$ cat src/rtl/mem_dumper.sv
// rtl/mem_dumper.sv - streams a latched DMem window out on a valid/ready port and keeps a running checksum.
// Optional feature: define DUMP_PARITY_EN to add the OutPar output (XOR of OutDat).
module mem_dumper #(
  parameter int ADDR_W = 8,
  parameter int DATA_W = 8
) (
  input  logic              Clk,
  input  logic              Reset,
  input  logic              Done,
  input  logic [ADDR_W-1:0] StartAddr,
  input  logic [ADDR_W:0]   Count,
  output logic [ADDR_W-1:0] Addr,
  input  logic [DATA_W-1:0] Rdat,
  output logic [DATA_W-1:0] OutDat,
  output logic              OutValid,
  input  logic              OutReady,
  output logic              Busy,
  output logic              Finished,
`ifdef DUMP_PARITY_EN
  output logic              OutPar,
`endif
  output logic [DATA_W-1:0] Checksum
);

  typedef enum logic [1:0] {IDLE, READ, SEND, FIN} state_t;

  state_t            state_q;
  logic [ADDR_W-1:0] addr_q;
  logic [ADDR_W:0]   remaining_q;
  logic [DATA_W-1:0] out_dat_q;
  logic              out_valid_q;
  logic [DATA_W-1:0] checksum_q;
  logic              done_prev_q;
  logic              out_par_q;

  // done_prev_q resets low so a Done already high at reset release starts a dump.
  always_ff @(posedge Clk or posedge Reset) begin
    if (Reset) begin
      state_q     <= IDLE;
      addr_q      <= '0;
      remaining_q <= '0;
      out_dat_q   <= '0;
      out_valid_q <= 1'b0;
      checksum_q  <= '0;
      done_prev_q <= 1'b0;
      out_par_q   <= 1'b0;
    end else begin
      done_prev_q <= Done;
      case (state_q)
        IDLE: begin
          if (Done && !done_prev_q) begin
            checksum_q  <= '0;
            remaining_q <= Count;
            if (Count == '0) begin
              state_q <= FIN;
            end else begin
              addr_q  <= StartAddr;
              state_q <= READ;
            end
          end
        end
        READ: begin
          out_dat_q   <= Rdat;
          out_par_q   <= ^Rdat;
          out_valid_q <= 1'b1;
          state_q     <= SEND;
        end
        SEND: begin
          if (out_valid_q && OutReady) begin
            checksum_q  <= checksum_q + out_dat_q;
            remaining_q <= remaining_q - 1'b1;
            out_valid_q <= 1'b0;
            if (remaining_q == (ADDR_W+1)'(1)) begin
              state_q <= FIN;
            end else begin
              addr_q  <= addr_q + 1'b1;
              state_q <= READ;
            end
          end
        end
        FIN: begin
          if (!Done) state_q <= IDLE;
        end
        default: state_q <= IDLE;
      endcase
    end
  end

  assign Addr     = addr_q;
  assign OutDat   = out_dat_q;
  assign OutValid = out_valid_q;
  assign Checksum = checksum_q;
  assign Busy     = (state_q == READ) || (state_q == SEND);
  assign Finished = (state_q == FIN);

`ifdef DUMP_PARITY_EN
  assign OutPar = out_par_q;
`else
  logic unused_par;
  assign unused_par = out_par_q;
`endif

endmodule
$ cat config.mk
export PLATFORM = sky130hd
export DESIGN_NAME = mem_dumper
export DESIGN_NICKNAME = d
export VERILOG_FILES = /design/src/rtl/mem_dumper.sv
export SDC_FILE = /design/constraint.sdc
export NUM_CORES = 1
export LEC_CHECK = 0
export CAP_MARGIN = 40
export CORE_ASPECT_RATIO = 1.4
export CORE_MARGIN = 1
export CORE_UTILIZATION = 49
export DETAILED_ROUTE_END_ITERATION = 12
export GPL_TIMING_DRIVEN = 0
export PLACE_DENSITY_LB_ADDON = 0.15
export SYNTH_ARGS = -nofsm -noshare
export SYNTH_HDL_FRONTEND = slang
export SYNTH_SLANG_ARGS = --single-unit
$ cat constraint.sdc
create_clock -name Clk -period 2.3 [get_ports Clk]
set_input_delay 0.23 -clock Clk [delete_from_list [all_inputs] [get_ports Clk]]
set_output_delay 0.23 -clock Clk [all_outputs]
set_load 0.005 [all_outputs]
Word level (Yosys, flattened, before mapping)
Index checks and enable logic that the tools add are counted.
{"block": "classes", "n_addsub": 3, "eq_ne": 9, "n_mux": 19, "n_reduce_logical": 12}
{"operator": "8-bit two-way mux", "count": 6}
{"operator": "8-bit one-hot mux with 2 select lines", "count": 2}
{"operator": "9-bit two-way mux", "count": 2}
{"operator": "9-bit one-hot mux with 2 select lines", "count": 1}
{"operator": "2-bit two-way mux", "count": 5}
{"operator": "2-bit != test (second input constant)", "count": 5}
{"operator": "9-bit by 1-bit == test with 1-bit output (second input constant)", "count": 1}
{"operator": "9-bit zero test", "count": 1}
{"operator": "9-bit by 1-bit subtractor with 9-bit output (second input constant)", "count": 1}
{"operator": "8-bit by 1-bit adder with 8-bit output (second input constant)", "count": 1}
{"operator": "8-bit adder", "count": 1}
{"operator": "2-bit one-hot mux with 4 select lines", "count": 1}
{"operator": "3-bit AND reduction", "count": 2}
{"operator": "5-bit AND reduction", "count": 1}
{"operator": "2-bit == test (second input constant)", "count": 2}
{"operator": "2-bit nonzero test", "count": 2}
{"operator": "2-bit by 1-bit == test with 1-bit output (second input constant)", "count": 1}
{"operator": "1-bit logical AND", "count": 2}
{"operator": "2-bit zero test", "count": 1}
{"operator": "1-bit one-hot mux with 2 select lines", "count": 1}
{"operator": "2-bit AND reduction", "count": 1}
{"operator": "1-bit zero test", "count": 1}
{"operator": "1-bit logical OR", "count": 1}
{"operator": "1-bit two-way mux", "count": 1}
{"block": "word_totals", "ff_bits": 37, "in_bits": 29}

Logic depth before layout (Yosys ltp)
{"block": "depth", "depth_word": 4, "depth_mapped": 9}

Worst setup path before layout
OpenSTA, ideal clock, no wires.
{"block": "synth_timing", "path_type": "reg2reg", "start": "register state_q[0]", "end": "register addr_q[7], in the netlist Addr[7]", "setup_time_ns": 0.127, "arrival_time_ns": 1.832, "slack_ns": 0.341, "path_stages_with_launch": 9, "path_buffers": 1, "synth_period_minus_slack_ns": 1.959, "cell_sequence": "dfrtp_1 inv_1 ha_1 buf_2 a21boi_1 a211o_1 a211oi_4 mux2i_1 nand3_2"}
{"block": "synth_between", "elab_chain_cells": 3, "word_cells_on_any_way": 9}
{"element": "from (decl)", "line_no": "27", "text": "state_t state_q;"}
{"element": "from (signal assigned)", "line_no": "39", "text": "state_q <= IDLE;"}
{"element": "from (signal assigned)", "line_no": "55", "text": "state_q <= FIN;"}
{"element": "from (signal assigned)", "line_no": "58", "text": "state_q <= READ;"}
{"element": "2-bit == test or 2-bit zero test (tied branches)", "line_no": "49", "text": "case (state_q)"}
{"element": "2-bit != test (no line) or 2-bit nonzero test (tied branches)"}
{"element": "5-bit AND reduction (no line)"}
{"element": "to (signal assigned)", "line_no": "57", "text": "addr_q <= StartAddr;"}
{"element": "to (signal assigned)", "line_no": "76", "text": "addr_q <= addr_q + 1'b1;"}
{"element": "to (decl)", "line_no": "28", "text": "logic [ADDR_W-1:0] addr_q;"}
Parallel ways exist; a longest one is shown, timed or not.
A chain may end at the register's enable or synchronous reset.

Worst setup path after layout
Ends and elaborated chain as after synthesis.

==> summary.md <==
| Metric | Value |
|---|---|
| Core Region | `4340 um2` |
| WHS | `0.400 ns` |
| Critical path launch point type | `register` |
| Post-route total power | `4.26 mW` |
| Top Metal Used | `met4` |
| CTS tree | `yes` |
| CTS Buffer Depth | `2` |
| RSZ-0062 raised after global routing | `false` |
| Reg2reg start | `state_q[0]$_DFFE_PP0P_` |
| Starting Density | `52.3%` |
| Congestion Overflow GR | `0` |
| Power Density | `1410 nW/um2` |
| Final Max Tran Viols | `0` |
| Synth unique cells | `48` |
| Worst Path Class, Setup | `register to register` |
| Finished Layout Cells | `355` |
| Final worst path period need | `2.16 ns` |
| Area delta synth->final | `33.6%` |
| Vias in the first global route | `1983` |
| Routed metal-1 wirelength | `2230 um` |
| Yosys warns | `0` |
| Cells after Synth | `231` |
| Syn Nets | `276` |
| Clk root buf | `clkbuf_8` |
| Share of layout cells above drive strength 1 | `12.2%` |
| Multi-input logic area | `1260 um2` |
| Worst-Skew Late Latency | `0.29 ns` |
| Sequential cell area | `926 um2` |
| DR iter-0 viols | `92` |
| Placed Cells | `346` |
| CP max FO | `6` |
| Final WS setup | `0.141 ns` |
| Crit end category | `register` |
| Endpoints failing hold | `0` |
| Final wirelength | `5460 um` |
| Full die area | `4910 um2` |
| Fmax | `463 MHz` |
| I/O pins | `56` |
| Nets | `339` |
| Fin Setup TNS | `0 ns` |
| Clock-pin slew on the worst setup and hold paths | `0.08 ns` |
| Reg2reg path depth | `7` |
| Register-to-register setup slack | `0.14 ns` |
| Htree depth | `2` |
| First-pass GRT wire length | `8890 um` |
| Crit path DAT | `2.33 ns` |
| Setup WS pre-CTS | `0.0887 ns` |
| Worst Tran Pin Value | `0.784 ns` |
| Die Width | `59.5 um` |
| Max Cap Viol | `0` |
| IO buf count | `55` |
| Die Ht | `82.6 um` |
| GP Congestion | `0.871` |
| Initial antenna violation count | `0` |
| Routed met2 length | `2910 um` |
| Fill cell count | `378` |
| DRT antenna net count | `0` |
| Site Rows | `28` |
| Routed WL per cell | `15.4 um` |
| First-pass detailed-route iteration total | `4` |
| Critical Path RT | `2.47 ns` |
| Maximum vdd drop | `0.893 mV` |
| Clock Skew | `0.00402 ns` |
| Status | `finished, final reports clean` |
| Hold Path Class | `input pin to async pin` |
| Hold buffers post-CTS | `0` |
| Final period util | `93.9%` |
| Tot GR Track Use | `24.3%` |
| Finish-stage setup viols | `0` |
| Cts bufs inserted | `5` |
| Largest net degree at the start of global routing | `38` |
| CTS sink count | `37` |
| Synthesized area | `2270 um2` |
| ANT cells | `0` |
| Drt via density | `5.68` |
| Worst reg2reg path endpoint | `Addr[7]$_DFFE_PP0P_` |
| Worst rel slew slack | `47.6%` |
| Register area share after synthesis | `40.8%` |
| Vias | `2017` |
| Syn avg cell area | `9.83 um2` |
| # DRC | `0` |
| Routed length on met3 | `249 um` |
| Synthesized flop and latch total | `37` |
| P_leak | `1.31 nW` |
| DP Wirelength | `3920 um` |
critical path, cell delays in order (launching register included):
cell	delay, ns
dfrtp_1	0.40
inv_1	0.13
ha_1	0.33
nor2_1	0.11
a211o_1	0.37
a211oi_4	0.34
mux2i_2	0.28
nand3_2	0.07
where the power goes:
group / internal, mW / total, mW / switching [mW]
Sequential: 0.961 / 1.28 / 0.323
Clock: 0.354 / 0.589 / 0.236
Combinational: 1.21 / 2.39 / 1.18
Total: 2.53 / 4.26 / 1.74
kinds of logic (layout without fill, tap and decap cells):
family | Yosys count | in the layout | synth area share [%]
XOR/XNOR | 5 | 5 | 1.93
buffers and inverters | 21 | 85 | 3.91
adder cells (fa/ha/maj) | 16 | 16 | 9.15
multiplexers | 11 | 11 | 5.23
flip-flops | 37 | 37 | 40.8
AO/OA/AOI/OAI | 77 | 77 | 21.9
AND/OR/NAND/NOR | 64 | 64 | 17.1
synthesized netlist by cell type, drive strengths merged:
master,n,area [um2]
buf,3,21.3
mux2i,4,40.0
clkbuf,7,26.3
a21o,3,22.5
o211a,1,10.0
a22o,7,61.3
a211o,3,26.3
xnor2,2,17.5
or4b,1,10.0
nand4,1,6.26
o211ai,2,15.0
dfrtp,37,926
a211oi,3,35.0
o32ai,1,8.76
a221o,1,10.0
and4b,2,20.0
ha,15,188
inv,11,41.3
nor2,10,42.5
xor2,3,26.3
nand2,21,78.8
nor3,1,5.00
o21ai,18,90.1
mux2,7,78.8
or4,2,18.8
o22ai,6,37.5
nand2b,5,31.3
nor2b,1,6.26
nor4,2,42.5
a21oi,28,148
nand3,11,60.1
nand3b,2,27.5
nor3b,1,7.51
or3,3,23.8
a21boi,1,7.51
o311ai,1,8.76
or3b,1,8.76
a22oi,1,7.51
fa,1,20.0
a221oi,1,8.76
worst max path at each step:
stage                            from             endpoint  depth (start not counted)
3_3_place_gp                 Count[4]  Addr[7]$_DFFE_PP0P_                          7
4_1_cts        state_q[0]$_DFFE_PP0P_  Addr[7]$_DFFE_PP0P_                          8
5_1_grt        state_q[0]$_DFFE_PP0P_  Addr[7]$_DFFE_PP0P_                          7
3_5_place_dp   state_q[0]$_DFFE_PP0P_  Addr[7]$_DFFE_PP0P_                          8
6_report       state_q[0]$_DFFE_PP0P_  Addr[7]$_DFFE_PP0P_                          7
2_1_floorplan  state_q[0]$_DFFE_PP0P_  Addr[7]$_DFFE_PP0P_                          8
layout by cell type (no fill, tap or decap), types with 8 or more instances in the layout:
master / count
dfrtp_1: 37
inv_1: 10
ha_1: 15
o21ai_0: 18
nand3_1: 10
nor2_1: 8
a21oi_1: 26
nand2_1: 21
clkdlybuf4s50_1: 55
flip-flops by register name (all words and copies together) (netlist names):
name	count
remaining_q	9
OutValid	1
Checksum	8
state_q	2
Addr	8
OutDat	8
done_prev_q	1
metal layers:
layer  track usage [%]  vias to the layer above
met5                 0                        -
met1              26.6                      987
met3              4.83                        7
li1                  -                      966
met4              8.37                        0
met2              45.8                       57
what timing repair did:
action,4_1_cts,5_1_grt
gates resized for setup,0,8
setup endpoints to repair,0,12
setup buffers,0,1
through the flow:
step	util [%]	area, um2
2_1_floorplan	-	2270
3_3_place_gp	66.7	2900
3_5_place_dp	66.7	2900
4_1_cts	69.4	3010
5_1_grt	69.8	3030
6_report	69.8	3030
layout make-up:
| cell class | count | share of cell area, % |
|---|---|---|
| multi-input cells | 173 | 41.7 |
| well taps | 60 | 2.48 |
| repair buffers | 56 | 18.4 |
| flip-flops and latches | 37 | 30.5 |
| inverters | 11 | 1.36 |
| clock buffers | 7 | 2.85 |
| plain buffers | 10 | 1.69 |
| clock inverters | 1 | 0.990 |
Note: power is estimated with default switching activity, not from simulation.
